[src/rtl/hour_chime_if.sv]
// Bundle between the seconds-of-day source and the hourly chime block.
// dbg_state mirrors the chime FSM state (0 idle, 1 beep, 2 gap) for observation.
interface hour_chime_if;
  logic        en;
  logic [16:0] cur_sec;
  logic        speaker;
  logic        busy;
  logic [3:0]  beeps_left;
  logic [1:0]  dbg_state;

  // Handshake-free bus: en/cur_sec are level inputs sampled every clk edge; outputs are registered.
  modport master (output en, output cur_sec,
                  input speaker, input busy, input beeps_left, input dbg_state);
  modport slave  (input en, input cur_sec,
                  output speaker, output busy, output beeps_left, output dbg_state);
endinterface

[src/rtl/hour_chime.sv]
// Hourly chime: plays one tone burst per hour on the 12-hour dial when cur_sec lands on an hour.
// Optional macro HOUR_CHIME_COUNT_EN: when undefined every hour plays a single beep.
module hour_chime #(
  parameter int TONE_HALF = 50000,
  parameter int BEEP_CYC  = 20000000,
  parameter int GAP_CYC   = 20000000
) (
  input logic        clk,
  input logic        rst,
  hour_chime_if.slave bus
);

  localparam int CYC_MAX = (BEEP_CYC > GAP_CYC) ? BEEP_CYC : GAP_CYC;
  localparam int CYC_W   = $clog2(CYC_MAX + 1);
  localparam int TONE_W  = $clog2(TONE_HALF + 1);

  localparam logic [CYC_W-1:0]  BEEP_LAST = CYC_W'(BEEP_CYC - 1);
  localparam logic [CYC_W-1:0]  GAP_LAST  = CYC_W'(GAP_CYC - 1);
  localparam logic [TONE_W-1:0] TONE_LAST = TONE_W'(TONE_HALF - 1);

  typedef enum logic [1:0] {
    S_IDLE = 2'd0,
    S_BEEP = 2'd1,
    S_GAP  = 2'd2
  } state_e;

  state_e            state_q, state_d;
  logic [16:0]       prev_sec_q, prev_sec_d;
  logic [CYC_W-1:0]  cyc_q, cyc_d;
  logic [TONE_W-1:0] tone_q, tone_d;
  logic              speaker_q, speaker_d;
  logic [3:0]        beeps_q, beeps_d;

  logic       is_hour;
  logic [3:0] count;
  logic       trigger;

  // Constant comparators against the 24 hour boundaries; values >= 86400 never match.
  always_comb begin
    is_hour = 1'b0;
    for (int h = 0; h < 24; h++) begin
      if (bus.cur_sec == 17'(h * 3600)) is_hour = 1'b1;
    end
  end

`ifdef HOUR_CHIME_COUNT_EN
  always_comb begin
    count = 4'd0;
    for (int h = 0; h < 24; h++) begin
      if (bus.cur_sec == 17'(h * 3600)) count = 4'(((h % 12) == 0) ? 12 : (h % 12));
    end
  end
`else
  assign count = 4'd1;
`endif

  assign trigger = bus.en && (bus.cur_sec != prev_sec_q) && is_hour && (state_q == S_IDLE);

  always_comb begin
    state_d    = state_q;
    cyc_d      = cyc_q;
    tone_d     = tone_q;
    speaker_d  = speaker_q;
    beeps_d    = beeps_q;
    prev_sec_d = bus.cur_sec;

    if (!bus.en) begin
      state_d   = S_IDLE;
      cyc_d     = '0;
      tone_d    = '0;
      speaker_d = 1'b0;
      beeps_d   = 4'd0;
    end else begin
      unique case (state_q)
        S_IDLE: begin
          speaker_d = 1'b0;
          beeps_d   = 4'd0;
          if (trigger) begin
            state_d = S_BEEP;
            beeps_d = count;
            cyc_d   = '0;
            tone_d  = '0;
          end
        end
        S_BEEP: begin
          if (cyc_q == BEEP_LAST) begin
            // The beep just ended: busy drops on the same edge beeps_left hits zero.
            beeps_d   = beeps_q - 4'd1;
            cyc_d     = '0;
            tone_d    = '0;
            speaker_d = 1'b0;
            state_d   = (beeps_q == 4'd1) ? S_IDLE : S_GAP;
          end else begin
            cyc_d = cyc_q + CYC_W'(1);
            if (tone_q == TONE_LAST) begin
              tone_d    = '0;
              speaker_d = ~speaker_q;
            end else begin
              tone_d = tone_q + TONE_W'(1);
            end
          end
        end
        S_GAP: begin
          speaker_d = 1'b0;
          if (cyc_q == GAP_LAST) begin
            state_d = S_BEEP;
            cyc_d   = '0;
            tone_d  = '0;
          end else begin
            cyc_d = cyc_q + CYC_W'(1);
          end
        end
        default: begin
          state_d   = S_IDLE;
          cyc_d     = '0;
          tone_d    = '0;
          speaker_d = 1'b0;
          beeps_d   = 4'd0;
        end
      endcase
    end
  end

  // prev_sec follows cur_sec during reset so leaving reset on an hour stays quiet.
  always_ff @(posedge clk) begin
    if (!rst) begin
      state_q    <= S_IDLE;
      prev_sec_q <= bus.cur_sec;
      cyc_q      <= '0;
      tone_q     <= '0;
      speaker_q  <= 1'b0;
      beeps_q    <= 4'd0;
    end else begin
      state_q    <= state_d;
      prev_sec_q <= prev_sec_d;
      cyc_q      <= cyc_d;
      tone_q     <= tone_d;
      speaker_q  <= speaker_d;
      beeps_q    <= beeps_d;
    end
  end

  assign bus.speaker    = speaker_q;
  assign bus.busy       = (state_q != S_IDLE);
  assign bus.beeps_left = beeps_q;
  assign bus.dbg_state  = state_q;

endmodule
[src/flat_wrapper.sv]
// flat-port wrapper written by rule: the top's interface ports become plain ports
module hour_chime_flat 
#(
  parameter int TONE_HALF = 50000,
  parameter int BEEP_CYC  = 20000000,
  parameter int GAP_CYC   = 20000000
)
  (clk, rst, bus_en, bus_cur_sec, bus_speaker, bus_busy, bus_beeps_left, bus_dbg_state);
  hour_chime_if bus_i ();
  input logic clk;
  input logic rst;
  input wire logic [$bits(bus_i.en)-1:0] bus_en;
  input wire logic [$bits(bus_i.cur_sec)-1:0] bus_cur_sec;
  output wire logic [$bits(bus_i.speaker)-1:0] bus_speaker;
  output wire logic [$bits(bus_i.busy)-1:0] bus_busy;
  output wire logic [$bits(bus_i.beeps_left)-1:0] bus_beeps_left;
  output wire logic [$bits(bus_i.dbg_state)-1:0] bus_dbg_state;
  assign bus_i.en = bus_en;
  assign bus_i.cur_sec = bus_cur_sec;
  assign bus_speaker = bus_i.speaker;
  assign bus_busy = bus_i.busy;
  assign bus_beeps_left = bus_i.beeps_left;
  assign bus_dbg_state = bus_i.dbg_state;
  hour_chime #(.TONE_HALF(TONE_HALF), .BEEP_CYC(BEEP_CYC), .GAP_CYC(GAP_CYC)) u_core (.clk(clk), .rst(rst), .bus(bus_i));
endmodule
[config.mk]
export PLATFORM = sky130hd
export DESIGN_NAME = hour_chime_flat
export DESIGN_NICKNAME = d
export VERILOG_FILES = /design/src/rtl/hour_chime_if.sv /design/src/rtl/hour_chime.sv /design/src/flat_wrapper.sv
export SDC_FILE = /design/constraint.sdc
export NUM_CORES = 1
export LEC_CHECK = 0
export BUFFER_PORTS_ARGS = -buffer_cell sky130_fd_sc_hd__buf_2
export CORE_MARGIN = 2
export CORE_UTILIZATION = 50
export CTS_BUF_LIST = sky130_fd_sc_hd__clkbuf_4
export DETAILED_ROUTE_END_ITERATION = 16
export PLACE_DENSITY = 0.71
export SLEW_MARGIN = 20
export SYNTH_ARGS = -nofsm -noshare
export SYNTH_HDL_FRONTEND = slang
export SYNTH_SLANG_ARGS = --single-unit
[constraint.sdc]
create_clock -name clk -period 2.85 [get_ports clk]
set_input_delay 0.855 -clock clk [delete_from_list [all_inputs] [get_ports clk]]
set_output_delay 0.855 -clock clk [all_outputs]
set_load 0.01 [all_outputs]
==> impl_results.md <==
* Slew Limit Fails at 0
* Synth Register Bits at 65
* Top cell type's share of synthesized area at 0.360
* # rows at 30
* Fin crit share at 0.987
* Die area at 7930 um2
* GRT Resource Usage Total at 0.227
* Clock Latency Late Sink at approximately 0.41 ns
* Number of CTS-inserted buffers at 9
* Initial Util at 0.523
* Synth warnings at 0
* Synthesized cell area at 3610 um2
* Nets at around 500
* Startpoint Class: input pin
* CTS tree: done
* Clock Path Buffers at 2
* DR vias/cell at just under 6
* Slew headroom at 0.663
* Final Hold Violating Endpoints at 0
* Avg Inst Size Synth at around 8.3 um2
* Initial drt markers at 182
* Core Area at 6910 um2
* EDFF count, synth at 0
* Final ANT Viol Nets at 0
* Post-layout min period at 2.81 ns
* Commonest cells after routing, fill and taps aside: 65 x dfxtp_1, 39 x nor2_1, 37 x a21oi_1, 37 x buf_4, 23 x buf_2
* Clk sinks at between 60 and 70
* Worst path arrival time at roughly 3.2 ns
* 1st-pass router iterations at 5
* Residual DRC at 0
* First-pass GRT wire length at 14,200 um
* Initial antenna violation count at 0
* Worst-Margin Slew at 0.493 ns
* Grt ovf at 0
* Vias at 3,457
* Final setup TNS at 0 ns
* Clock transition at path regs at 0.12 ns
* Synthesized Nets at between 400 and 500
* CTS root buf: clkbuf_4
* I/O Buffers at 27
* Max H-tree Level at 3
* Status: finished clean
* Final Setup Violations at 0
* Vias in the first global route at 3,057
* Area growth from synthesis to layout at 22.9%
* # Max-Cap Violations at 0
* WL final at 8770 um
* Seq/Total Area, Yosys at 0.360
* Synth top area cells: dfxtp_1 36%, a21oi_1 5.7%, xnor2_1 4.6%
* Avg WL per Cell at roughly 15 um
* Critical path fanouts, max at 10
* Routability Congestion at approximately 0.90
* Hold slack at 0.506 ns
* Clock Skew at 0.0212 ns
* Fraction of layout cells with a size suffix above 1 at 0.224
* Async S/R FF share, synth at 0
* HPWL Detailed at roughly 6100 um
* Leakage at 1.55 nW
* Tightest Hold Check Type: flip-flop to flip-flop
* Worst endpoint required time at around 3.2 ns
* Synth Instances at between 400 and 500
* Library cells used by synthesis at 51
* Die Ht at between 80 and 90 um
* Antenna diodes at 0
* Most common cell after layout, fill and taps aside: dfxtp_1
* Top FF cell, synth: dfxtp_1
* Die Width at 89.0 um
* RSZ-0062 raised after global routing: true
* Largest net degree at the start of global routing at 25
* Power per standard cell area at between 400 and 500 nW/um2
* Pwr Total at ~1.8 mW
* Worst vdd ir at 0.349 mV
* Largest area contributor in the netlist: dfxtp_1
* Top Ports at 28
* Kind of end point of the critical path: flip-flop
* Crit Path Category: input pin to flip-flop
* Max Clk Rate at 356 MHz
power breakdown:
group,total [mW],internal (mW),leakage (nW),switching [mW]
registers,0.929,0.922,0.530,0.00710
clock network,0.700,0.361,0.0824,0.339
logic,0.220,0.102,0.934,0.117
total,1.85,1.39,1.55,0.464
routing by layer:
layer	GRT usage	routed length [um]	vias to the layer above
li1	-	-	1713
met1	0.302	4140	1634
met2	0.362	4110	100
met3	0.0591	425	10
met4	0.0746	102	0
met5	0	0	-
synthesized netlist by cell type (4+ instances only):
cell type,count
o2111ai_1,4
or4_1,12
dfxtp_1,65
xnor2_1,19
o31ai_1,11
inv_1,15
nand4b_1,8
a21oi_1,41
a2111oi_0,5
nor2_1,40
o21ai_0,21
xor2_1,15
nand3_1,21
ha_1,8
nand4_1,22
buf_2,12
clkbuf_1,10
a211oi_1,4
nand2_1,21
and3_1,10
nor2b_1,4
and2_1,7
nor3_1,5
nor4_1,6
or3_1,9
worst paths after layout:
kind	from	endpoint	slack [ns]	cells past startpoint
min reg2reg	u_core.tone_q[1]	u_core.tone_q[1]	0.51	2
min	u_core.tone_q[1]	u_core.tone_q[1]	0.51	2
max	bus_cur_sec[5]	u_core.cyc_q[23]	0.04	10
max reg2reg	u_core.cyc_q[18]	u_core.tone_q[13]	0.24	7
layout make-up:
type,count,area (um2)
clock inverter,5,81.3
timing repair buffer,69,561
inverter,15,56.3
sequential,65,1300
clock buffer,10,75.1
multi-input combinational,326,2250
tap,96,120
fill,627,2460
metrics by stage:
step	worst slack (ns)	instances	cell area, um2	util
finish	0.0376	586	4440	0.643
global route	-0.0333	586	4440	0.643
CTS	0.0260	583	4300	0.623
detailed placement	-0.475	568	4140	0.600
global placement	-0.389	568	4140	0.600
floorplan	-0.0576	434	3690	-
state kept, by name (all words and copies together) (netlist names):
| register | flops |
|---|---|
| u_core.cyc_q | 25 |
| u_core.prev_sec_q | 17 |
| u_core.tone_q | 16 |
| u_core.bus.beeps_left | 4 |
| u_core.bus.dbg_state | 2 |
| u_core.bus.speaker | 1 |
critical path: stages:
cell and delay (ns):
buf_4 0.15, and4bb_1 0.30, nor2_2 0.06, o41ai_2 0.35, a221oi_2 0.10, a211o_1 0.37
and2_4 0.19, buf_12 0.14, or4_4 0.51, a21oi_2 0.13
kinds of logic after synthesis:
logic type	synth area share
AO/OA/AOI/OAI	0.174
XOR/XNOR	0.0824
adder cells (fa/ha/maj)	0.0277
buffers and inverters	0.0561
flip-flops	0.360
multiplexers	0.00831
AND/OR/NAND/NOR	0.292
what timing repair did:
item	in CTS	in global routing
gates cloned	0	1
endpoints found under the setup margin	2	17
gates resized for setup	2	29
pin swaps	0	13
hold buffers	0	0
setup buffers	0	2
No activity file was read; power rests on OpenSTA's default activity.
